==> config.mk <==
export PLATFORM = sky130hd
export DESIGN_NAME = stopwatch_ctrl
export DESIGN_NICKNAME = d
export VERILOG_FILES = /design/src/rtl/stopwatch_pkg.sv /design/src/rtl/sw_rise_det.sv /design/src/rtl/stopwatch_ctrl.sv
export SDC_FILE = /design/constraint.sdc
export NUM_CORES = 1
export LEC_CHECK = 0
export BUFFER_PORTS_ARGS = -buffer_cell sky130_fd_sc_hd__buf_2
export CAP_MARGIN = 20
export CELL_PAD_IN_SITES_DETAIL_PLACEMENT = 1
export CELL_PAD_IN_SITES_GLOBAL_PLACEMENT = 2
export CORE_AREA = 2 2 44 46
export DETAILED_ROUTE_END_ITERATION = 8
export DIE_AREA = 0 0 46 48
export PLACE_DENSITY_LB_ADDON = 0.1
export SYNTH_ARGS = -nofsm -noshare
export SYNTH_HDL_FRONTEND = slang
export SYNTH_SLANG_ARGS = --single-unit
==> constraint.sdc <==
create_clock -name clk -period 3 [get_ports clk]
set_input_delay 0.6 -clock clk [delete_from_list [all_inputs] [get_ports clk]]
set_output_delay 0.6 -clock clk [all_outputs]
set_load 0.01 [all_outputs]
==> src/rtl/stopwatch_pkg.sv <==
// Shared state encodings and display digit indices for the stopwatch controller.
package stopwatch_pkg;

  localparam logic [1:0] ST_RUN     = 2'b00;
  localparam logic [1:0] ST_PAUSED  = 2'b01;
  localparam logic [1:0] ST_ADJ_MIN = 2'b10;
  localparam logic [1:0] ST_ADJ_SEC = 2'b11;

  localparam int MT = 3;
  localparam int MO = 2;
  localparam int ST = 1;
  localparam int SO = 0;

  // Both adjust states share the top encoding bit.
  function automatic logic is_adj(input logic [1:0] s);
    return s[1];
  endfunction

endpackage

==> src/rtl/sw_rise_det.sv <==
// Registered rising-edge detector; the history flop resets to 1 so a level
// already high when reset releases is not seen as an edge.
module sw_rise_det (
  input  logic clk,
  input  logic rst,
  input  logic din,
  output logic rise
);

  logic prev_q;
  logic prev_d;

  always_comb begin
    prev_d = din;
  end

  always_ff @(posedge clk) begin
    if (rst) prev_q <= 1'b1;
    else     prev_q <= prev_d;
  end

  assign rise = din & ~prev_q;

endmodule

==> src/rtl/stopwatch_ctrl.sv <==
// Stopwatch mode controller: run/pause/adjust FSM, increment pulses and blink mask.
// Optional lap/display-hold feature enabled by defining STOPWATCH_LAP_EN.
module stopwatch_ctrl
  import stopwatch_pkg::*;
#(
  parameter bit START_PAUSED = 1'b0,
  parameter bit BLINK_EN     = 1'b1
) (
  input  logic       clk,
  input  logic       rst,
  input  logic       pause_btn,
  input  logic       adj_sw,
  input  logic       sel_sw,
  input  logic       tick_1hz,
  input  logic       tick_2hz,
  input  logic       tick_blink,
`ifdef STOPWATCH_LAP_EN
  input  logic       lap_btn,
`endif
  output logic       inc_sec,
  output logic       inc_min,
  output logic       carry_en,
  output logic [1:0] mode,
  output logic [3:0] blink_mask,
  output logic       disp_hold
);

  localparam logic [1:0] RST_STATE = START_PAUSED ? ST_PAUSED : ST_RUN;

  logic [1:0] state_q, state_d;
  logic [1:0] saved_q, saved_d;
  logic       inc_sec_q, inc_sec_d;
  logic       inc_min_q, inc_min_d;
  logic       carry_en_q, carry_en_d;
  logic       phase_q, phase_d;
  logic       pause_rise;

  sw_rise_det u_pause_det (
    .clk  (clk),
    .rst  (rst),
    .din  (pause_btn),
    .rise (pause_rise)
  );

  // Adjust switch outranks the pause button; pause edges seen while adjusting are dropped.
  always_comb begin
    state_d = state_q;
    saved_d = saved_q;
    case (state_q)
      ST_RUN, ST_PAUSED: begin
        if (adj_sw) begin
          saved_d = state_q;
          state_d = sel_sw ? ST_ADJ_SEC : ST_ADJ_MIN;
        end else if (pause_rise) begin
          state_d = (state_q == ST_RUN) ? ST_PAUSED : ST_RUN;
        end
      end
      default: begin
        if (!adj_sw) state_d = saved_q;
        else         state_d = sel_sw ? ST_ADJ_SEC : ST_ADJ_MIN;
      end
    endcase
  end

  // Pulses decode the state present when the tick arrives, not the next one.
  always_comb begin
    inc_sec_d  = ((state_q == ST_RUN) && tick_1hz) ||
                 ((state_q == ST_ADJ_SEC) && tick_2hz);
    inc_min_d  = (state_q == ST_ADJ_MIN) && tick_2hz;
    carry_en_d = (state_q == ST_RUN) && tick_1hz;
  end

  always_comb begin
    phase_d = phase_q;
    if (is_adj(state_d) && (state_d != state_q)) phase_d = 1'b0;
    else if (tick_blink)                         phase_d = ~phase_q;
  end

  always_ff @(posedge clk) begin
    if (rst) begin
      state_q    <= RST_STATE;
      saved_q    <= RST_STATE;
      inc_sec_q  <= 1'b0;
      inc_min_q  <= 1'b0;
      carry_en_q <= 1'b0;
      phase_q    <= 1'b0;
    end else begin
      state_q    <= state_d;
      saved_q    <= saved_d;
      inc_sec_q  <= inc_sec_d;
      inc_min_q  <= inc_min_d;
      carry_en_q <= carry_en_d;
      phase_q    <= phase_d;
    end
  end

  always_comb begin
    blink_mask = 4'b0000;
    if (BLINK_EN) begin
      case (state_q)
        ST_ADJ_MIN: begin
          blink_mask[MT] = phase_q;
          blink_mask[MO] = phase_q;
        end
        ST_ADJ_SEC: begin
          blink_mask[ST] = phase_q;
          blink_mask[SO] = phase_q;
        end
        default: blink_mask = 4'b0000;
      endcase
    end
  end

  assign inc_sec  = inc_sec_q;
  assign inc_min  = inc_min_q;
  assign carry_en = carry_en_q;
  assign mode     = state_q;

`ifdef STOPWATCH_LAP_EN
  logic lap_rise;
  logic disp_hold_q, disp_hold_d;

  sw_rise_det u_lap_det (
    .clk  (clk),
    .rst  (rst),
    .din  (lap_btn),
    .rise (lap_rise)
  );

  // Hold only makes sense while running; any exit from RUN releases it.
  always_comb begin
    disp_hold_d = disp_hold_q;
    if (state_d != ST_RUN)                     disp_hold_d = 1'b0;
    else if ((state_q == ST_RUN) && lap_rise)  disp_hold_d = ~disp_hold_q;
  end

  always_ff @(posedge clk) begin
    if (rst) disp_hold_q <= 1'b0;
    else     disp_hold_q <= disp_hold_d;
  end

  assign disp_hold = disp_hold_q;
`else
  assign disp_hold = 1'b0;
`endif

endmodule

== Word-level counts from Yosys, hierarchy flattened ==
Index checks and enable logic that the tools add are counted.

* Multiply operators: 0
* Magnitude comparators: 0
* $add $sub $neg: 0
* Shift operators: 0
* Div/mod/pow operators: 0
* Bitwise operators: 3
* Multiplexer cells: 8
* Eq/ne operators: 4
* Reduce and logical (&&, ||, !) cells: 9

{| class="wikitable"
|+ Operator list
! cell !! number
|-
| 2-to-1 mux 2 bit || 6
|-
| == test 2 bit, second input constant || 2
|-
| logical AND 1 bit || 4
|-
| OR reduction 2 bit || 2
|-
| == test 2 x 1 -> 1 bit, second input constant || 1
|-
| zero test 2 bit || 1
|-
| 2-to-1 mux 1 bit || 2
|-
| inequality test 2 bit || 1
|-
| NOT 1 bit || 2
|-
| AND reduction 2 bit || 1
|-
| bitwise AND 1 bit || 1
|-
| logical OR 1 bit || 1
|}

* Bits in read-only memories: 0
* Bits in writable memories: 0
* Logic and storage cells: 31
* Bits in latches: 0
* Output and inout bits: 10
* Flip-flop bits (word level): 9
* Bits of input ports: 8
* Memories kept: 0

== Longest topological paths before layout ==
Gate-level depths: netlist of the first run.

* Depth in word-level cells: 8
* Mapped depth: 4

== Cells and area by module ==
A second synthesis of the first run with hierarchy kept.

* Cells, all modules: 39
* Area, all modules: 425.4 sq um

{| class="wikitable"
|+ By module, submodules not included
! module !! instances !! area an instance (sq um) !! cells an instance
|-
| stopwatch_ctrl || 1 || 392.9 || 36
|-
| sw_rise_det || 1 || 32.5 || 3
|}

== Worst setup path after synthesis of the first run ==
OpenSTA, ideal clock, no wires.

* Path kind: register to output
* From: register state_q[0], in the netlist mode[0]
* To: output blink_mask[3]
* Slack: 1.494 ns
* Arrival: 0.906 ns
* Required time: 2.400 ns
* Buffers on the path: 2
* Stages on the path, launching flop included: 4
* Cells stage by stage: dfxtp_1 buf_6 and3b_2 buf_4

* Longest elaborated chain between the ends: 2

{| class="wikitable"
|+ RTL lines
! what !! RTL line !! text
|-
| start, declared || stopwatch_ctrl.sv:30 || <nowiki>logic [1:0] state_q, state_d;</nowiki>
|-
| start signal, assigned || stopwatch_ctrl.sv:88 || <nowiki>state_q <= state_d;</nowiki>
|-
| == test 2 bit || stopwatch_ctrl.sv:100 || <nowiki>case (state_q)</nowiki>
|-
| 2-to-1 mux 2 bit || stopwatch_ctrl.sv:100 ||
|-
| end, declared || stopwatch_ctrl.sv:24 || <nowiki>output logic [3:0] blink_mask,</nowiki>
|}

Every way passes these cells.

== Worst setup path after layout of the first run ==
* From: register state_q[0], in the netlist mode[0]
* To: output blink_mask[2]

The elaborated chain is that of the path after synthesis.

==> results of run 1 <==
==> sequential cells by signal, summed over array words and instances, names as in the netlist <==
signal / cells
mode: 2
u_pause_det.prev_q: 1
carry_en: 1
phase_q: 1
inc_min: 1
inc_sec: 1
saved_q: 2
==> worst paths after layout <==
check                                              from                      end
worst min-delay path            saved_q[1]$_SDFFE_PP0P_  saved_q[1]$_SDFFE_PP0P_
worst min register to register  saved_q[1]$_SDFFE_PP0P_  saved_q[1]$_SDFFE_PP0P_
worst max-delay path                 mode[0]$_SDFF_PP0_            blink_mask[2]
worst max register to register       mode[1]$_SDFF_PP0_       mode[0]$_SDFF_PP0_
==> placed cells by master, fill, tap and decap left out, drive strengths merged, types with 2 or more instances in the layout <==
cell type / Yosys / layout
a21oi: 2 / 2
buf: 5 / 16
clkbuf: 1 / 4
dfxtp: 9 / 9
nand2: 3 / 3
nor2: 4 / 4
nor3b: 2 / 2
xnor2: 3 / 3
==> cells by family (layout without fill, tap and decap cells) <==
| kind of cell | Yosys count | in the layout | share of synthesized area, % |
|---|---|---|---|
| AO/OA/AOI/OAI | 5 | 5 | 10.4 |
| XOR/XNOR | 3 | 3 | 5.92 |
| buffers and inverters | 6 | 20 | 11.0 |
| flip-flops | 9 | 9 | 40.6 |
| multiplexers | 1 | 1 | 2.25 |
| other | 1 | 1 | 0.844 |
| AND/OR/NAND/NOR | 19 | 19 | 29.0 |
==> final cells by class <==
| type | instances | area share [%] |
|---|---|---|
| well taps | 17 | 4.07 |
| multi-input cells | 29 | 41.1 |
| repair buffers | 16 | 15.3 |
| clock buffers | 4 | 5.02 |
| flip-flops and latches | 9 | 34.4 |
==> routing by layer <==
metal	part of all wire (%)	wire length [um]
met4	0	0
met2	51	492
met3	6.8	66
met1	42	407
met5	0	0
==> stage by stage <==
step | utilization, % | instance area (um^2) | cells | hold slack, ns | setup slack (ns)
finish | 31.0 | 523 | 75 | 0.501 | 1.15
CTS | 31.0 | 523 | 75 | 0.501 | 1.13
global placement | 29.4 | 497 | 71 | 0.478 | 1.47
detailed placement | 29.4 | 497 | 71 | 0.487 | 1.41
global route | 31.0 | 523 | 75 | 0.518 | 1.07
floorplan | - | 444 | 44 | 0.465 | 1.49
==> report_power, final <==
part | switching [uW] | leakage [uW] | internal, uW | total [uW]
Combinational | 15.6 | 0.000145 | 18.0 | 33.6
Clock | 41.8 | 0.0000150 | 51.2 | 93.0
Sequential | 7.93 | 0.0000740 | 125 | 133
Total | 65.3 | 0.000234 | 195 | 260
==> results.cfg, run 1 <==
[critical_path]
path_delay_family = flip-flops
cp.depth = 2
crit_buf_inv = 1
worstSetupEndpointType = output port
rrSetupSlack_ns = 1.61
path_cells = and3b_2 > buf_2
crit_required_ns = 2.40
slowest_stage = dfxtp_1
arrival_ns = 1.25
path_max_fanout = 12
startpoint_type = flip-flop
crit_type = flip-flop to output port
max_stage_delay_ns = 0.59
reg2regPathDepth = 3

[cts]
cts_tree = built
numCtsBuffers = 3
ctsHoldBuffers = 0
cts_max_level = 1
clock_latency_ns = 0.26
clockRootBuffer = clkbuf_4
postCtsSetupRepairBufs = 0
path_clk_slew_ns = 0.06
clock_sinks = 9
clockBufferDepth = 2
cts_resized = 0

[detailed_routing]
ant_nets = 0
drt_iter0_markers = 1
wl_per_cell_um = 12.9
drc_errors = 0
via_per_inst = 4.65
vias = 349
first_pass_iters = 2
totalWireLength_um = 966

[layout]
final_nets = 67
multiInputGateArea_um2 = 215
diodes = 0
nFillCells = 202
layout-drive-gt1-share_pct = 44.8
regArea_um2 = 180
syn2layout_area_growth_pct = 17.7

[synth]
synth_top_area_share_pct = 40.6
synth_most_common_cell = dfxtp_1
post_synth_num_cell_types = 26
syn_inst = 44
syn_area_um2 = 444
async_reset_ff_share_pct = 0
syn_nets = 52
synth_common_cells = dfxtp_1, buf_4, nand2_1, nor2_1, xnor2_1
ys_seq_area_share_pct = 40.6
synth_area_leaders = dfxtp_1, xnor2_1, buf_4, buf_6, a2111oi_2
synth-edff-count = 0
synth_top_area_cell = dfxtp_1
ys.warnings.count = 0
ys_dominant_reg_cell = dfxtp_1
synth-seq-cells = 9
avgSynthCellArea_um2 = 10.1

[power]
p_per_area_nw_per_um2 = 497
irDropWorstVdd_mv = 0.179
static-leakage-power_uw = 0.000234
totalPowerFinal_uw = 260

[place]
globalplace.congestion = 0.637
hpwlAfterDp_um = 725
port_buffers = 16

[outcome]
status = finished clean

[sta]
rsz0062_at_grt = no
drv_slew = 0
setup-violations-final = 0
setup_tns_ns = 0
timing.final.crit_share_pct = 61.5
finalHoldViolCount = 0
finClkSkew_ns = 0.00161
period_needed_ns = 1.85
max_freq_ghz = 0.542

[grt]
grt_use_met3_pct = 4.91
grt_use_met2_pct = 16.9
grt_pass1_vias = 338
busiest_layer = met2
grt_max_degree = 15
grt_overflow_total = 0
grt_usage_pct = 9.87
grt_pass1_wl_um = 1440
grt_util_met1_pct = 9.84
antenna_found_initial = 0

[floorplanning]
pin_count = 18
die_h_um = 48
start_util_pct = 26.3
core_area_um2 = 1690
die_w_um = 46
row_count = 15
dieArea_um2 = 2210

[worst_hold_path]
holdPathStages = 1
hold_path.class = flip-flop to flip-flop

[job]
drv_cap = 0
Note: power is estimated with default switching activity, not from simulation.
==> inputs of run 2 (changes only) <==
--- a/config.mk
+++ b/config.mk
@@ -9,9 +9,9 @@
 export CAP_MARGIN = 20
 export CELL_PAD_IN_SITES_DETAIL_PLACEMENT = 1
 export CELL_PAD_IN_SITES_GLOBAL_PLACEMENT = 2
-export CORE_AREA = 2 2 44 46
+export CORE_AREA = 2 2 54 44
 export DETAILED_ROUTE_END_ITERATION = 8
-export DIE_AREA = 0 0 46 48
+export DIE_AREA = 0 0 56 46
 export PLACE_DENSITY_LB_ADDON = 0.1
 export SYNTH_ARGS = -nofsm -noshare
 export SYNTH_HDL_FRONTEND = slang
==> constraint.sdc (replaced) <==
create_clock -name clk -period 1.6 [get_ports clk]
set_input_delay 0.32 -clock clk [delete_from_list [all_inputs] [get_ports clk]]
set_output_delay 0.32 -clock clk [all_outputs]
set_load 0.01 [all_outputs]
==> run 2 against run 1 <==
Net effect:
- non-clock buffer count increased by 1
- clock power grew 91%
- count of clock-buffer cells in the layout did not move
- via count grew 0.86%
- sequential share of layout area down 0.96 points
- highest routed layer is now met4
==> results.cfg, run 2 (same netlist as run 1, synthesis figures left out) <==
[floorplanning]
core_area_um2 = 2100
pin_count = 18
row_count = 15
start_util_pct = 21.1
die_h_um = 46
die_w_um = 56
dieArea_um2 = 2580

[worst_hold_path]
hold_path.class = input port to flip-flop

[power]
irDropWorstVdd_mv = 0.372
static-leakage-power_uw = 0.000239
p_per_area_nw_per_um2 = 909

[sta]
whs_ns = 0.269
period_needed_ns = 1.43
rsz0062_at_grt = no
setup_tns_ns = 0
max_freq_ghz = 0.698
drv_slew = 0
finalHoldViolCount = 0
finClkSkew_ns = 0.00171
timing.final.crit_share_pct = 89.6
setup-violations-final = 0

[cts]
cts_max_level = 1
clockBufferDepth = 2
cts_tree = built
path_clk_slew_ns = 0.06
clock_latency_ns = 0.26
numCtsBuffers = 3
clock_sinks = 9
clockRootBuffer = clkbuf_4
postCtsSetupRepairBufs = 0
ctsHoldBuffers = 0
cts_resized = 1

[critical_path]
arrival_ns = 1.11
worstSetupEndpointType = output port
crit_required_ns = 1.28
crit_type = flip-flop to output port
startpoint_type = flip-flop
path_max_fanout = 12

[grt]
grt_overflow_total = 0
grt_max_degree = 13
grt_usage_pct = 8.29
antenna_found_initial = 0
grt_pass1_wl_um = 1500
grt_pass1_vias = 325

[detailed_routing]
drc_errors = 0
wl_per_cell_um = 11.8
via_per_inst = 4.19
totalWireLength_um = 987
drt_iter0_markers = 5
ant_nets = 0
vias = 352
first_pass_iters = 3

[layout]
diodes = 0
layout-drive-gt1-share_pct = 47.5
syn2layout_area_growth_pct = 22.0
final_common_cell = buf_2
final_cell_mix = buf_2, dfxtp_1
final_nets = 68

[outcome]
status = finished clean

[place]
hpwlAfterDp_um = 727
port_buffers = 16
globalplace.congestion = 0.615

[job]
drv_cap = 0
-- run 2: final timing paths --
path / start / endpoint / slack (ns) / depth (start not counted)
max: mode[0]$_SDFF_PP0_ / blink_mask[3] / 0.17 / 2
min: pause_btn / u_pause_det.prev_q$_SDFF_PP1_ / 0.27 / 2
max reg2reg: mode[1]$_SDFF_PP0_ / mode[0]$_SDFF_PP0_ / 0.38 / 4
min reg2reg: saved_q[1]$_SDFFE_PP0P_ / saved_q[1]$_SDFFE_PP0P_ / 0.50 / 1
-- run 2: report_power, final --
| group | internal [uW] | total [uW] | switching, uW |
|---|---|---|---|
| sequential | 235 | 247 | 12.2 |
| combinational | 35.4 | 67.5 | 32.1 |
| clock | 96.3 | 178 | 81.4 |
-- run 2: critical path, cell delays in order (launching register included) --
cell and delay, ns:
dfxtp_2 0.47, and3b_2 0.25, buf_2 0.14
-- run 2: per-stage QoR --
stage | power [uW] | instances | utilization (%) | setup slack (ns) | instance area (um^2)
after global routing | 528 | 84 | 25.8 | 0.110 | 542
after global placement | 322 | 80 | 24.5 | 0.322 | 514
after floorplan | 300 | 44 | - | 0.374 | 444
after CTS | 502 | 84 | 25.8 | 0.152 | 542
final | 493 | 84 | 25.8 | 0.166 | 542
after detailed placement | 320 | 80 | 24.5 | 0.305 | 514
-- run 2: cell type report --
type	instances	area [um^2]
repair buffers	17	87.6
multi-input cells	29	215
flip-flops and latches	9	181
clock buffers	4	26.3
fillers	264	1560
well taps	25	31.3
-- run 2: per-layer routing --
layer	up-vias	GRT usage, %	wire length (um)
met4	0	7.14	14
li1	178	-	-
met3	2	2.84	41
met2	10	11.3	449
met1	162	10.5	481
met5	-	0	0
==> inputs of run 3 (changes only) <==
--- a/config.mk
+++ b/config.mk
@@ -5,13 +5,14 @@
 export SDC_FILE = /design/constraint.sdc
 export NUM_CORES = 1
 export LEC_CHECK = 0
+export ABC_AREA = 1
 export BUFFER_PORTS_ARGS = -buffer_cell sky130_fd_sc_hd__buf_2
 export CAP_MARGIN = 20
 export CELL_PAD_IN_SITES_DETAIL_PLACEMENT = 1
 export CELL_PAD_IN_SITES_GLOBAL_PLACEMENT = 2
-export CORE_AREA = 2 2 54 44
+export CORE_AREA = 2 2 56 45
 export DETAILED_ROUTE_END_ITERATION = 8
-export DIE_AREA = 0 0 56 46
+export DIE_AREA = 0 0 58 47
 export PLACE_DENSITY_LB_ADDON = 0.1
 export SYNTH_ARGS = -nofsm -noshare
 export SYNTH_HDL_FRONTEND = slang
==> run 3 against run 2 <==
Net effect:
- register-to-register slack better by 0.14 ns
- total power is 1.7% higher
- combinational power is 7.9% higher
==> results.cfg, run 3 <==
[synth]
synth_most_common_cell = dfxtp_1
ys_dominant_reg_cell = dfxtp_1
synth-seq-cells = 9
async_reset_ff_share_pct = 0
synth_common_cells = dfxtp_1, nand3_1, nor2_1
syn_inst = 53
avgSynthCellArea_um2 = 7.37
synth_top_area_cell = dfxtp_1
syn_area_um2 = 390
syn_nets = 61
synth-edff-count = 0
synth_top_area_share_pct = 46.2
ys_seq_area_share_pct = 46.2
post_synth_num_cell_types = 16
synth_area_leaders = dfxtp_1, nand3_1, nor2_1, buf_4, inv_1
ys.warnings.count = 0

[critical_path]
reg2regPathDepth = 7
startpoint_type = flip-flop
arrival_ns = 1.14
path_max_fanout = 4
crit_required_ns = 1.28
worstSetupEndpointType = output port
crit_type = flip-flop to output port

[detailed_routing]
wl_per_cell_um = 10.9
drc_errors = 0
totalWireLength_um = 1030
vias = 396
first_pass_iters = 4
drt_iter0_markers = 8
via_per_inst = 4.17
ant_nets = 0

[sta]
finalHoldViolCount = 0
period_needed_ns = 1.46
setup-violations-final = 0
fin_ws_ns = 0.136
max_freq_ghz = 0.683
timing.final.crit_share_pct = 91.5
drv_slew = 0
whs_ns = 0.271
rsz0062_at_grt = no
setup_tns_ns = 0
finClkSkew_ns = 0.00643

[floorplanning]
pin_count = 18
dieArea_um2 = 2730
die_h_um = 47
die_w_um = 58
core_area_um2 = 2180
start_util_pct = 17.9
row_count = 15

[cts]
clockRootBuffer = clkbuf_4
numCtsBuffers = 3
cts_tree = built
clock_sinks = 9
postCtsSetupRepairBufs = 0
clock_latency_ns = 0.27
cts_max_level = 1
clockBufferDepth = 2
path_clk_slew_ns = 0.07

[grt]
grt_overflow_total = 0
busiest_layer = met2
grt_usage_pct = 9.17
grt_use_met2_pct = 12.7
antenna_found_initial = 0
grt_util_met1_pct = 11.6
grt_use_met3_pct = 6.06
grt_pass1_vias = 379
grt_max_degree = 10
grt_pass1_wl_um = 1720

[place]
hpwlAfterDp_um = 811
port_buffers = 16
globalplace.congestion = 0.710
placedInstanceArea_um2 = 483
dp_slack_ns = 0.335

[power]
static-leakage-power_uw = 0.000257
irDropWorstVdd_mv = 0.302
p_per_area_nw_per_um2 = 979

[worst_hold_path]
hold_path.class = input port to flip-flop
holdPathStages = 2

[layout]
final_common_cell = buf_2
final_cell_mix = buf_2, dfxtp_1, nand3_1, nor2_1
syn2layout_area_growth_pct = 31.1
final_area_um2 = 512
nFillCells = 287
final_util_pct = 23.5
layout-drive-gt1-share_pct = 38.6
final_nets = 79
diodes = 0

[job]
drv_cap = 0

[outcome]
status = finished clean
run 3: cell types whose count changed in the layout (fill, tap and decap cells not counted), moves of 2 or more:
cell,previous run,this run
nor3_1,1,3
nor2_1,3,7
o21ai_0,0,2
nor3b_1,2,0
inv_2,0,2
nand2_1,3,6
xnor2_1,3,0
inv_1,0,6
nand3_1,0,7
run 3: layer usage:
| layer | wire length, um | up-vias |
|---|---|---|
| li1 | - | 199 |
| met1 | 528 | 179 |
| met2 | 393 | 16 |
| met3 | 102 | 2 |
| met4 | 8 | 0 |
| met5 | 0 | - |
run 3: power by group:
group	internal (uW)	switching [uW]	total [uW]
Clock	92.7	92.3	185
Combinational	28.6	44.1	72.8
Sequential	236	6.94	243
Total	357	143	501
run 3: logic make-up (layout without fill, tap and decap cells):
group	after synthesis	count (layout)	share of synthesized area, %
buffers and inverters	12	29	14.4
DFF	9	9	46.2
AOI/OAI and AO/OA	7	7	11.5
other	1	1	0.961
and+or+nand+nor	24	24	26.9
run 3: layout make-up:
cell class                      count  area, um^2  share of cell area, %
Inverter                            8        30.0                   5.87
Multi-Input combinational cell     32         154                   30.1
Tap cell                           25        31.3                   6.11
Sequential cell                     9         181                   35.5
Timing Repair Buffer               17        87.6                   17.1
Clock inverter                      1        5.00                  0.978
Clock buffer                        3        22.5                   4.40
run 3: worst paths after layout:
kind / slack, ns / startpoint / endpoint
min reg2reg: 0.45 / saved_q[1]$_SDFFE_PP0P_ / saved_q[1]$_SDFFE_PP0P_
max reg2reg: 0.52 / mode[0]$_SDFF_PP0_ / phase_q$_SDFFE_PP0P_
min: 0.27 / pause_btn / u_pause_det.prev_q$_SDFF_PP1_
max: 0.14 / mode[0]$_SDFF_PP0_ / blink_mask[3]
run 3: worst max-delay path: stages (launching register included):
cell	delay (ns)
dfxtp_1	0.33
buf_4	0.15
nor3_1	0.22
buf_2	0.17
run 3: timing repair:
| item | in CTS | in global routing |
|---|---|---|
| hold buffers | 0 | 0 |
| resized for setup | 0 | 1 |
| endpoints found under the setup margin | 0 | 4 |
run 3: through the flow:
step	std cells	total power, uW
after floorplan	53	293
after global placement	91	324
after detailed placement	91	322
after CTS	95	512
after global routing	95	534
final	95	501
